$ cat config.mk
export PLATFORM = sky130hd
export DESIGN_NAME = interconn_rx
export DESIGN_NICKNAME = d
export VERILOG_FILES = /design/src/rtl/interconn_rx.sv
export SDC_FILE = /design/constraint.sdc
export NUM_CORES = 1
export LEC_CHECK = 0
export ABC_AREA = 1
export BUFFER_PORTS_ARGS = -buffer_cell sky130_fd_sc_hd__buf_4
export CAP_MARGIN = 20
export CORE_MARGIN = 2
export CORE_UTILIZATION = 44
export DETAILED_ROUTE_END_ITERATION = 6
export GPL_ROUTABILITY_DRIVEN = 0
export PLACE_DENSITY_LB_ADDON = 0.12
export SYNTH_ARGS = -nofsm -noshare
export SYNTH_HDL_FRONTEND = slang
export SYNTH_SLANG_ARGS = --single-unit
$ cat constraint.sdc
create_clock -name clk -period 5.32 [get_ports clk]
set_input_delay 0.532 -clock clk [delete_from_list [all_inputs] [get_ports clk]]
set_output_delay 0.532 -clock clk [all_outputs]
set_load 0.02 [all_outputs]
$ cat src/rtl/interconn_rx.sv
// Receive-side landing engine for one crossbar port: lands each delivered word
// into local MVU memory at base+count and pulses done after the programmed length.
module interconn_rx #(
  parameter int W  = 128,
  parameter int AW = 12,
  parameter int LW = 13
) (
  input  logic          clk,
  input  logic          clr,
  input  logic          cfg_start,
  input  logic [AW-1:0] cfg_base,
  input  logic [LW-1:0] cfg_len,
  input  logic          recv_en,
  input  logic [W-1:0]  recv_word,
  output logic          mem_we,
  output logic [AW-1:0] mem_addr,
  output logic [W-1:0]  mem_wdata,
  output logic          busy,
  output logic          done,
  output logic          err_unexp
);

  typedef enum logic {IDLE, ARMED} state_t;

  state_t          state;
  logic [AW-1:0]   base_p0;
  logic [LW-1:0]   len_p0;
  logic [LW-1:0]   cnt_p0;
  logic [LW-1:0]   cnt_nxt;
  logic            vld_p1;
  logic [AW-1:0]   addr_p1;
  logic [W-1:0]    data_p1;
  logic            busy_p1;
  logic            done_p1;
  logic            err_p1;

  assign cnt_nxt = cnt_p0 + LW'(1);

  // stage p0 -> p1: accept a crossbar word and register the memory write
  always_ff @(posedge clk or posedge clr) begin
    if (clr) begin
      state   <= IDLE;
      base_p0 <= '0;
      len_p0  <= '0;
      cnt_p0  <= '0;
      vld_p1  <= 1'b0;
      addr_p1 <= '0;
      data_p1 <= '0;
      busy_p1 <= 1'b0;
      done_p1 <= 1'b0;
      err_p1  <= 1'b0;
    end else begin
      vld_p1  <= 1'b0;
      done_p1 <= 1'b0;
      case (state)
        IDLE: begin
          if (cfg_start) begin
            err_p1 <= 1'b0;
            if (cfg_len != '0) begin
              base_p0 <= cfg_base;
              len_p0  <= cfg_len;
              cnt_p0  <= '0;
              state   <= ARMED;
              busy_p1 <= 1'b1;
            end else begin
              done_p1 <= 1'b1;
            end
          end
          // Placed after the clear so a same-cycle stray word wins.
          if (recv_en) begin
            err_p1 <= 1'b1;
          end
        end
        ARMED: begin
          if (recv_en) begin
            vld_p1  <= 1'b1;
            addr_p1 <= base_p0 + cnt_p0[AW-1:0];
            data_p1 <= recv_word;
            cnt_p0  <= cnt_nxt;
            if (cnt_nxt == len_p0) begin
              state   <= IDLE;
              busy_p1 <= 1'b0;
              done_p1 <= 1'b1;
            end
          end
        end
        default: state <= IDLE;
      endcase
    end
  end

  assign mem_we    = vld_p1;
  assign mem_addr  = addr_p1;
  assign mem_wdata = data_p1;
  assign busy      = busy_p1;
  assign done      = done_p1;
  assign err_unexp = err_p1;

endmodule

==> impl_results.html, run 1 <==
<table>
<tr><th>Metric</th><th>Value</th></tr>
<tr><th colspan="2">Placement</th></tr>
<tr><td>Standard cell area after detailed placement</td><td>10300 sq um</td></tr>
<tr><td>Number of port buffers</td><td>300</td></tr>
<tr><td>Post-DP HPWL</td><td>15400 um</td></tr>
<tr><td>Placed Instances</td><td>1408</td></tr>
<tr><th colspan="2">Layout</th></tr>
<tr><td>Post-route design area</td><td>10800 sq um</td></tr>
<tr><td>Count of placed standard cells in the final layout, fillers left out</td><td>1440</td></tr>
<tr><td># nets final</td><td>1372</td></tr>
<tr><td>Most common cell after layout, fill and taps aside</td><td>nand2_1</td></tr>
<tr><td>Diodes inserted</td><td>0</td></tr>
<tr><td>Ratio of cells with drive above 1 in the final layout</td><td>30.2%</td></tr>
<tr><td>Commonest non-fill, non-tap cells in the layout</td><td>nand2_1, buf_4, dfrtp_1</td></tr>
<tr><td>Layout overhead on the synthesized area</td><td>37.8%</td></tr>
<tr><th colspan="2">Power</th></tr>
<tr><td>Switching Fraction</td><td>31.5%</td></tr>
<tr><td>Worst ir drop on vdd</td><td>0.270 mV</td></tr>
<tr><td>Power Total</td><td>0.00372 W</td></tr>
<tr><td>Switch Pwr</td><td>0.00117 W</td></tr>
<tr><td>Power per unit of standard cell area</td><td>344 nW/um^2</td></tr>
<tr><td>Internal</td><td>0.00255 W</td></tr>
<tr><td>Seq pwr share</td><td>44.8%</td></tr>
<tr><td>Combinational fraction of design power</td><td>24.1%</td></tr>
<tr><td>Share of power burned in the clock network</td><td>31.1%</td></tr>
<tr><td>Total leakage power</td><td>5.94 nW</td></tr>
<tr><th colspan="2">Critical path</th></tr>
<tr><td>Data arrival, critical path</td><td>3.25 ns</td></tr>
<tr><td>Category of the worst setup path launch point</td><td>flip-flop</td></tr>
<tr><td>Worst Path Max Fanout</td><td>79</td></tr>
<tr><td>Critical path capture point type</td><td>flip-flop</td></tr>
<tr><td>Required time of the worst setup path</td><td>5.68 ns</td></tr>
<tr><td>Worst setup path category</td><td>reg -&gt; reg</td></tr>
<tr><th colspan="2">Drt</th></tr>
<tr><td>Residual antenna-violating net count after detailed routing</td><td>0</td></tr>
<tr><td>DR pass1 iterations</td><td>6</td></tr>
<tr><td>Drt wl/cell</td><td>15.0 um</td></tr>
<tr><td>Final wirelength</td><td>21600 um</td></tr>
<tr><td>Detailed-route vias per instance</td><td>4.73</td></tr>
<tr><td>Iter 0 DRT Violations</td><td>448</td></tr>
<tr><td>DRC violations left</td><td>0</td></tr>
<tr><td>Vias after detailed routing</td><td>6806</td></tr>
<tr><th colspan="2">Floorplanning</th></tr>
<tr><td>Overall die area</td><td>18900 sq um</td></tr>
<tr><td>Starting density of the core</td><td>45.3%</td></tr>
<tr><td>Total core area</td><td>17400 sq um</td></tr>
<tr><td>Die Span X</td><td>138 um</td></tr>
<tr><td>Count of boundary I/O pins</td><td>301</td></tr>
<tr><td>Die H</td><td>138 um</td></tr>
<tr><td>Site row count</td><td>48</td></tr>
<tr><th colspan="2">STA</th></tr>
<tr><td>Maximum clock rate</td><td>346 MHz</td></tr>
<tr><td>Setup skew after layout</td><td>0.00971 ns</td></tr>
<tr><td>RSZ-0062 raised after global routing</td><td>false</td></tr>
<tr><td>Max-slew violation total from the final report</td><td>0</td></tr>
<tr><td>Final hold violation count</td><td>0</td></tr>
<tr><td>Final count of negative-setup-slack endpoints</td><td>0</td></tr>
<tr><td>Share of the clock period used by the worst path</td><td>54.4%</td></tr>
<tr><td>Worst hold margin</td><td>0.272 ns</td></tr>
<tr><td>Post-layout min period</td><td>2.89 ns</td></tr>
<tr><td>Max-slew headroom</td><td>35.5%</td></tr>
<tr><td>Slew at the pin closest to its max-slew limit</td><td>0.967 ns</td></tr>
<tr><td>Setup_tns</td><td>0 ns</td></tr>
<tr><th colspan="2">Outcome</th></tr>
<tr><td>Outcome</td><td>completed</td></tr>
<tr><th colspan="2">Logic synthesis</th></tr>
<tr><td>Warnings, synthesis</td><td>0</td></tr>
<tr><td>Synthesized instance count</td><td>915</td></tr>
<tr><td>Sequential cell area fraction in the yosys report</td><td>58.3%</td></tr>
<tr><td>Area share of the leading cell type in the synthesized netlist</td><td>58.3%</td></tr>
<tr><td>Async set-reset flop share out of synthesis</td><td>100%</td></tr>
<tr><td>Post-synthesis sequential element count</td><td>183</td></tr>
<tr><td>Synth cell types</td><td>31</td></tr>
<tr><td>Main area contributors after synthesis</td><td>dfrtp_1, nand2_1, mux2_2</td></tr>
<tr><td>Summed instance area of the synthesized netlist</td><td>7860 sq um</td></tr>
<tr><td>Number of enable flip-flop cells after synthesis</td><td>0</td></tr>
<tr><td>Area leader, netlist</td><td>dfrtp_1</td></tr>
<tr><td>Synth Area per Inst</td><td>8.59 sq um</td></tr>
<tr><td>Dominant register cell in the synthesized netlist</td><td>dfrtp_1</td></tr>
<tr><td>Post-synthesis net count</td><td>1085</td></tr>
<tr><th colspan="2">Clocking</th></tr>
<tr><td>Post-CTS Repair Setup Buffers</td><td>0</td></tr>
<tr><td>Sink count of the clock tree</td><td>183</td></tr>
<tr><td>Worst-skew pair later-pin latency</td><td>0.42 ns</td></tr>
<tr><td>Post-cts repair resize count</td><td>0</td></tr>
<tr><td>Clock slew at reported path FFs</td><td>0.07 ns</td></tr>
<tr><td>Number of buffers inserted by hold repair at cts</td><td>0</td></tr>
<tr><td>Buffer cell driving the clock tree root</td><td>clkbuf_16</td></tr>
<tr><td>Count of H-tree levels built during CTS</td><td>4</td></tr>
<tr><td>Cts bufs inserted</td><td>17</td></tr>
<tr><td>Clock Tree Buf Depth</td><td>2</td></tr>
<tr><td>TritonCTS clock tree</td><td>built</td></tr>
<tr><th colspan="2">GRT</th></tr>
<tr><td>Remaining global-route overflow</td><td>0</td></tr>
<tr><td>Peak-usage layer in the global routing report</td><td>met2</td></tr>
<tr><td>Largest net degree at the start of global routing</td><td>80</td></tr>
<tr><td>Overall fraction of global-route tracks in use</td><td>22.8%</td></tr>
<tr><td>Initial antenna violation count</td><td>0</td></tr>
<tr><td>Global-route met1 utilization</td><td>28.0%</td></tr>
<tr><td>Met2 global-route usage</td><td>36.8%</td></tr>
<tr><td>Vias in the first global route</td><td>6616</td></tr>
<tr><td>First-pass GRT wire length</td><td>33400 um</td></tr>
<tr><td>Met3 track demand over resource in global routing</td><td>8.20%</td></tr>
<tr><th colspan="2">Flow run</th></tr>
<tr><td>Count of max-cap constraint violations</td><td>0</td></tr>
<tr><th colspan="2">Hold path</th></tr>
<tr><td>Hold Crit Class</td><td>in -&gt; async</td></tr>
</table>
==> metal layers <==
metal / part of all wire [%] / vias up
met2: 48 / 201
met1: 41 / 3137
met5: 0 / -
met4: 3.1 / 0
li1: - / 3432
met3: 8.4 / 36
==> final timing paths <==
| check | startpoint | end | slack (ns) | depth (start not counted) |
|---|---|---|---|---|
| max reg2reg | state | mem_wdata[74] | 2.43 | 5 |
| min reg2reg | busy | busy | 0.47 | 2 |
| min | clr | mem_wdata[47] | 0.27 | 2 |
| max | state | mem_wdata[74] | 2.43 | 5 |
| min in group clk | recv_word[84] | mem_wdata[84] | 0.30 | 3 |
| max in group asynchronous | clr | mem_addr[1] | 3.60 | 3 |
==> power by group through the flow <==
stage | combinational [W] | sequential, W | clock (W)
global route | 0.000993 | 0.00169 | 0.00125
floorplan | 0.000369 | 0.00181 | 0
finish | 0.000895 | 0.00167 | 0.00116
detailed placement | 0.000908 | 0.00169 | 0
global placement | 0.000895 | 0.00169 | 0
CTS | 0.000908 | 0.00167 | 0.00118
==> metrics by stage <==
| stage | util, % | setup WS [ns] |
|---|---|---|
| finish | 62.4 | 2.43 |
| global route | 62.4 | 2.15 |
| CTS | 62.4 | 2.41 |
| detailed placement | 59.3 | 2.30 |
| global placement | 59.3 | 2.33 |
| floorplan | - | 2.44 |
==> cells in the mapped netlist (8+ instances only) <==
master,instances
o22ai_1,8
nand3_1,35
nor2_1,27
buf_2,9
clkbuf_1,26
a21oi_1,15
inv_1,35
nand2_1,484
dfrtp_1,183
mux2_2,18
ha_1,12
o21ai_0,19
==> registers in the layout, indices dropped and copies added, names as in the netlist <==
register / cells
base_p0: 12
err_unexp: 1
len_p0: 13
mem_we: 1
mem_addr: 12
done: 1
busy: 1
state: 1
cnt_p0: 13
mem_wdata: 128
==> cell type report <==
class | count | area [sq um]
Clock buffer | 22 | 464
Multi-Input combinational cell | 659 | 3000
Inverter | 37 | 145
Clock inverter | 10 | 72.6
Fill cell | 1512 | 6530
Tap cell | 225 | 282
Timing Repair Buffer | 304 | 2280
Sequential cell | 183 | 4580
==> critical path, stage by stage (launching register included) <==
cell,delay (ns)
dfrtp_1,0.49
nand2_4,0.51
inv_4,0.83
buf_4,0.69
nand2_1,0.13
nand2_1,0.10
==> kinds of logic (layout without fill, tap and decap cells) <==
kind of cell,after synthesis,after routing,share of synthesized area (%)
multiplexers,18,18,2.58
buffers and inverters,73,373,3.63
AO/OA/AOI/OAI,47,47,3.25
flip-flops,183,183,58.3
XOR/XNOR,8,8,1.07
adder cells (fa/ha/maj),13,13,2.17
AND/OR/NAND/NOR,573,573,29.0
Power figures use the tool's default switching activity.
==> inputs of run 2 (changes only) <==
==> constraint.sdc (replaced) <==
create_clock -name clk -period 2.4 [get_ports clk]
set_input_delay 0.24 -clock clk [delete_from_list [all_inputs] [get_ports clk]]
set_output_delay 0.24 -clock clk [all_outputs]
set_load 0.02 [all_outputs]
==> run 2 against run 1 <==
  * Critical path depth grew 7
  * Final cell count grew 7.6%
  * First-iteration DRC count grew 16%
  * Final area grew 11%
  * Clock skew shrank 0.0016 ns
  * Combinational power grew 140%
  * Sequential share of layout area shrank 4.3 points
  * Register-to-register slack lost 2.1 ns
==> impl_results.html, run 2 (synthesis gave the netlist of run 1 again) <==
<table>
<tr><th>Metric</th><th>Value</th></tr>
<tr><th colspan="2">Clocking</th></tr>
<tr><td>Sink count of the clock tree</td><td>183</td></tr>
<tr><td>Post-cts repair resize count</td><td>0</td></tr>
<tr><td>Clock slew at reported path FFs</td><td>0.07 ns</td></tr>
<tr><td>Cts bufs inserted</td><td>17</td></tr>
<tr><td>TritonCTS clock tree</td><td>built</td></tr>
<tr><td>Clock Tree Buf Depth</td><td>2</td></tr>
<tr><td>Count of H-tree levels built during CTS</td><td>4</td></tr>
<tr><td>Worst-skew pair later-pin latency</td><td>0.43 ns</td></tr>
<tr><td>Buffer cell driving the clock tree root</td><td>clkbuf_16</td></tr>
<tr><th colspan="2">Layout</th></tr>
<tr><td>Commonest non-fill, non-tap cells in the layout</td><td>nand2_1, buf_4, dfrtp_1</td></tr>
<tr><td>Utilization of the core after routing</td><td>69.4%</td></tr>
<tr><td>Count of placed standard cells in the final layout, fillers left out</td><td>1550</td></tr>
<tr><td># nets final</td><td>1481</td></tr>
<tr><td>Number of inserted filler cells in the final layout</td><td>1287</td></tr>
<tr><td>Layout overhead on the synthesized area</td><td>53.4%</td></tr>
<tr><td>Most common cell after layout, fill and taps aside</td><td>nand2_1</td></tr>
<tr><td>Flip-flop count of the largest register, all copies and words added</td><td>128</td></tr>
<tr><td>Ratio of cells with drive above 1 in the final layout</td><td>28.4%</td></tr>
<tr><th colspan="2">STA</th></tr>
<tr><td>Final hold violation count</td><td>0</td></tr>
<tr><td>Maximum clock rate</td><td>475 MHz</td></tr>
<tr><td>Worst hold margin</td><td>0.0144 ns</td></tr>
<tr><td>Final count of negative-setup-slack endpoints</td><td>0</td></tr>
<tr><td>Max-slew violation total from the final report</td><td>0</td></tr>
<tr><td>Slew at the pin closest to its max-slew limit</td><td>0.614 ns</td></tr>
<tr><td>Setup skew after layout</td><td>0.00808 ns</td></tr>
<tr><td>Setup_tns</td><td>0 ns</td></tr>
<tr><td>Share of the clock period used by the worst path</td><td>87.7%</td></tr>
<tr><td>Max-slew headroom</td><td>59.0%</td></tr>
<tr><td>Final setup slack of the worst path</td><td>0.296 ns</td></tr>
<tr><td>Post-layout min period</td><td>2.10 ns</td></tr>
<tr><td>RSZ-0062 raised after global routing</td><td>false</td></tr>
<tr><th colspan="2">GRT</th></tr>
<tr><td>Met2 global-route usage</td><td>42.7%</td></tr>
<tr><td>Vias in the first global route</td><td>7434</td></tr>
<tr><td>Met3 track demand over resource in global routing</td><td>7.47%</td></tr>
<tr><td>First-pass GRT wire length</td><td>37300 um</td></tr>
<tr><td>Peak-usage layer in the global routing report</td><td>met2</td></tr>
<tr><td>Initial antenna violation count</td><td>1</td></tr>
<tr><td>Largest net degree at the start of global routing</td><td>130</td></tr>
<tr><td>Overall fraction of global-route tracks in use</td><td>25.5%</td></tr>
<tr><td>Global-route met1 utilization</td><td>31.0%</td></tr>
<tr><td>Remaining global-route overflow</td><td>0</td></tr>
<tr><th colspan="2">Drt</th></tr>
<tr><td>Iter 0 DRT Violations</td><td>518</td></tr>
<tr><td>Vias after detailed routing</td><td>7484</td></tr>
<tr><td>Final wirelength</td><td>24000 um</td></tr>
<tr><td>DRC violations left</td><td>0</td></tr>
<tr><td>Detailed-route vias per instance</td><td>4.83</td></tr>
<tr><td>DR pass1 iterations</td><td>5</td></tr>
<tr><td>Drt wl/cell</td><td>15.5 um</td></tr>
<tr><td>Residual antenna-violating net count after detailed routing</td><td>0</td></tr>
<tr><th colspan="2">Critical path</th></tr>
<tr><td>Category of the worst setup path launch point</td><td>flip-flop</td></tr>
<tr><td>Worst Path Max Fanout</td><td>8</td></tr>
<tr><td>Slowest cell on crit path</td><td>dfrtp_1</td></tr>
<tr><td>Endpoint of the worst register-to-register path</td><td>busy</td></tr>
<tr><td>Required time of the worst setup path</td><td>2.72 ns</td></tr>
<tr><td>Start of the worst register-to-register path</td><td>cnt_p0[0]</td></tr>
<tr><td>CP max stage delay</td><td>0.52 ns</td></tr>
<tr><td>Cell chain of the critical path</td><td>ha_1 &gt; nand2_1 &gt; o21ai_0 &gt; nand2_1 &gt; nand2_1 &gt; nand3_1 &gt; nor2_1 &gt; nand3_1 &gt; nor2_2 &gt; nand3_2 &gt; nand2_1 &gt; nand2_1</td></tr>
<tr><td>Worst Reg2Reg Path Length in Cells</td><td>12</td></tr>
<tr><td>Critical path capture point type</td><td>flip-flop</td></tr>
<tr><td>Reg-to-reg slack, setup</td><td>0.30 ns</td></tr>
<tr><td>Worst setup path category</td><td>reg -&gt; reg</td></tr>
<tr><td>Data arrival, critical path</td><td>2.42 ns</td></tr>
<tr><td>Most used cell along the critical path</td><td>nand2_1</td></tr>
<tr><th colspan="2">Floorplanning</th></tr>
<tr><td>Die Span X</td><td>138 um</td></tr>
<tr><td>Total core area</td><td>17400 sq um</td></tr>
<tr><td>Site row count</td><td>48</td></tr>
<tr><td>Starting density of the core</td><td>45.3%</td></tr>
<tr><td>Overall die area</td><td>18900 sq um</td></tr>
<tr><td>Count of boundary I/O pins</td><td>301</td></tr>
<tr><td>Die H</td><td>138 um</td></tr>
<tr><th colspan="2">Placement</th></tr>
<tr><td>Post-DP HPWL</td><td>15700 um</td></tr>
<tr><td>Number of port buffers</td><td>300</td></tr>
<tr><td>Worst-case setup slack after placement</td><td>0.343 ns</td></tr>
<tr><td>Placed Instances</td><td>1414</td></tr>
<tr><th colspan="2">Power</th></tr>
<tr><td>Power per unit of standard cell area</td><td>731 nW/um^2</td></tr>
<tr><td>Worst ir drop on vdd</td><td>0.537 mV</td></tr>
<tr><td>Total leakage power</td><td>6.47 nW</td></tr>
<tr><th colspan="2">Outcome</th></tr>
<tr><td>Outcome</td><td>completed</td></tr>
<tr><th colspan="2">Flow run</th></tr>
<tr><td>Count of max-cap constraint violations</td><td>0</td></tr>
<tr><th colspan="2">Hold path</th></tr>
<tr><td>Worst hold start</td><td>recv_word[91]</td></tr>
<tr><td>Hold Crit Class</td><td>in -&gt; reg</td></tr>
<tr><td>Number of stages on the worst hold path</td><td>3</td></tr>
<tr><td>Worst Hold Path EP</td><td>mem_wdata[91]</td></tr>
</table>
[run 2: cell count changes in the layout (fill, tap and decap cells not counted)]
cell	change
buf_12	+6
clkbuf_8	-1
inv_6	+3
dlygate4sd3_1	+103
clkbuf_1	-3
bufinv_16	+3
clkinv_4	-2
diode_2	+1
[run 2: critical path: cells and delay by family (launching register included)]
kind	cells	cell delay (ns)
simple gates	10	0.91
flops	1	0.52
fa+ha+maj	1	0.28
compound gates	1	0.26
[run 2: report_power, final]
part           total (W)  switching (W)  leakage (nW)  internal, W
Sequential       0.00370       0.000275          2.24      0.00342
Combinational    0.00219        0.00123          3.93     0.000963
Clock            0.00292        0.00124         0.294      0.00168
Total            0.00881        0.00274          6.47      0.00606
[run 2: layout make-up]
| cell class | count | area, sq um | area share (%) |
|---|---|---|---|
| Antenna cell | 1 | 2.50 | 0.0208 |
| Clock inverter | 14 | 171 | 1.42 |
| Clock buffer | 18 | 439 | 3.64 |
| Tap cell | 225 | 282 | 2.34 |
| Timing Repair Buffer | 413 | 3430 | 28.5 |
| Sequential cell | 183 | 4580 | 38.0 |
| Multi-Input combinational cell | 659 | 3000 | 24.9 |
| Inverter | 37 | 145 | 1.20 |
[run 2: how the worst max path moves through the flow]
stage	startpoint	endpoint	slack [ns]	cells past startpoint
2_1_floorplan	clr	base_p0[0]	-0.19	1
3_3_place_gp	cnt_p0[2]	mem_addr[9]	0.44	8
3_5_place_dp	cnt_p0[2]	mem_addr[9]	0.34	8
4_1_cts	cnt_p0[2]	mem_addr[9]	0.32	8
5_1_grt	cnt_p0[0]	state	0.01	10
6_report	cnt_p0[0]	busy	0.30	12
[run 2: what timing repair did]
action                                 4_1_cts  5_1_grt
hold buffers                               103        0
setup buffers                                0        0
endpoints found under the hold margin      109        0
[run 2: metrics by stage]
| step | power [W] | cell area [sq um] |
|---|---|---|
| after global placement | 0.00574 | 10400 |
| after CTS | 0.00884 | 12000 |
| after global routing | 0.00924 | 12000 |
| final | 0.00881 | 12100 |
| after detailed placement | 0.00577 | 10400 |
| after floorplan | 0.00484 | 7860 |
[run 2: routing by layer]
metal,vias to the layer above,routed length [um],part of all wire [%]
met2,268,11900,49
met4,2,665,2.8
li1,3657,-,-
met3,45,1760,7.3
met5,-,12,0.050
met1,3512,9700,40
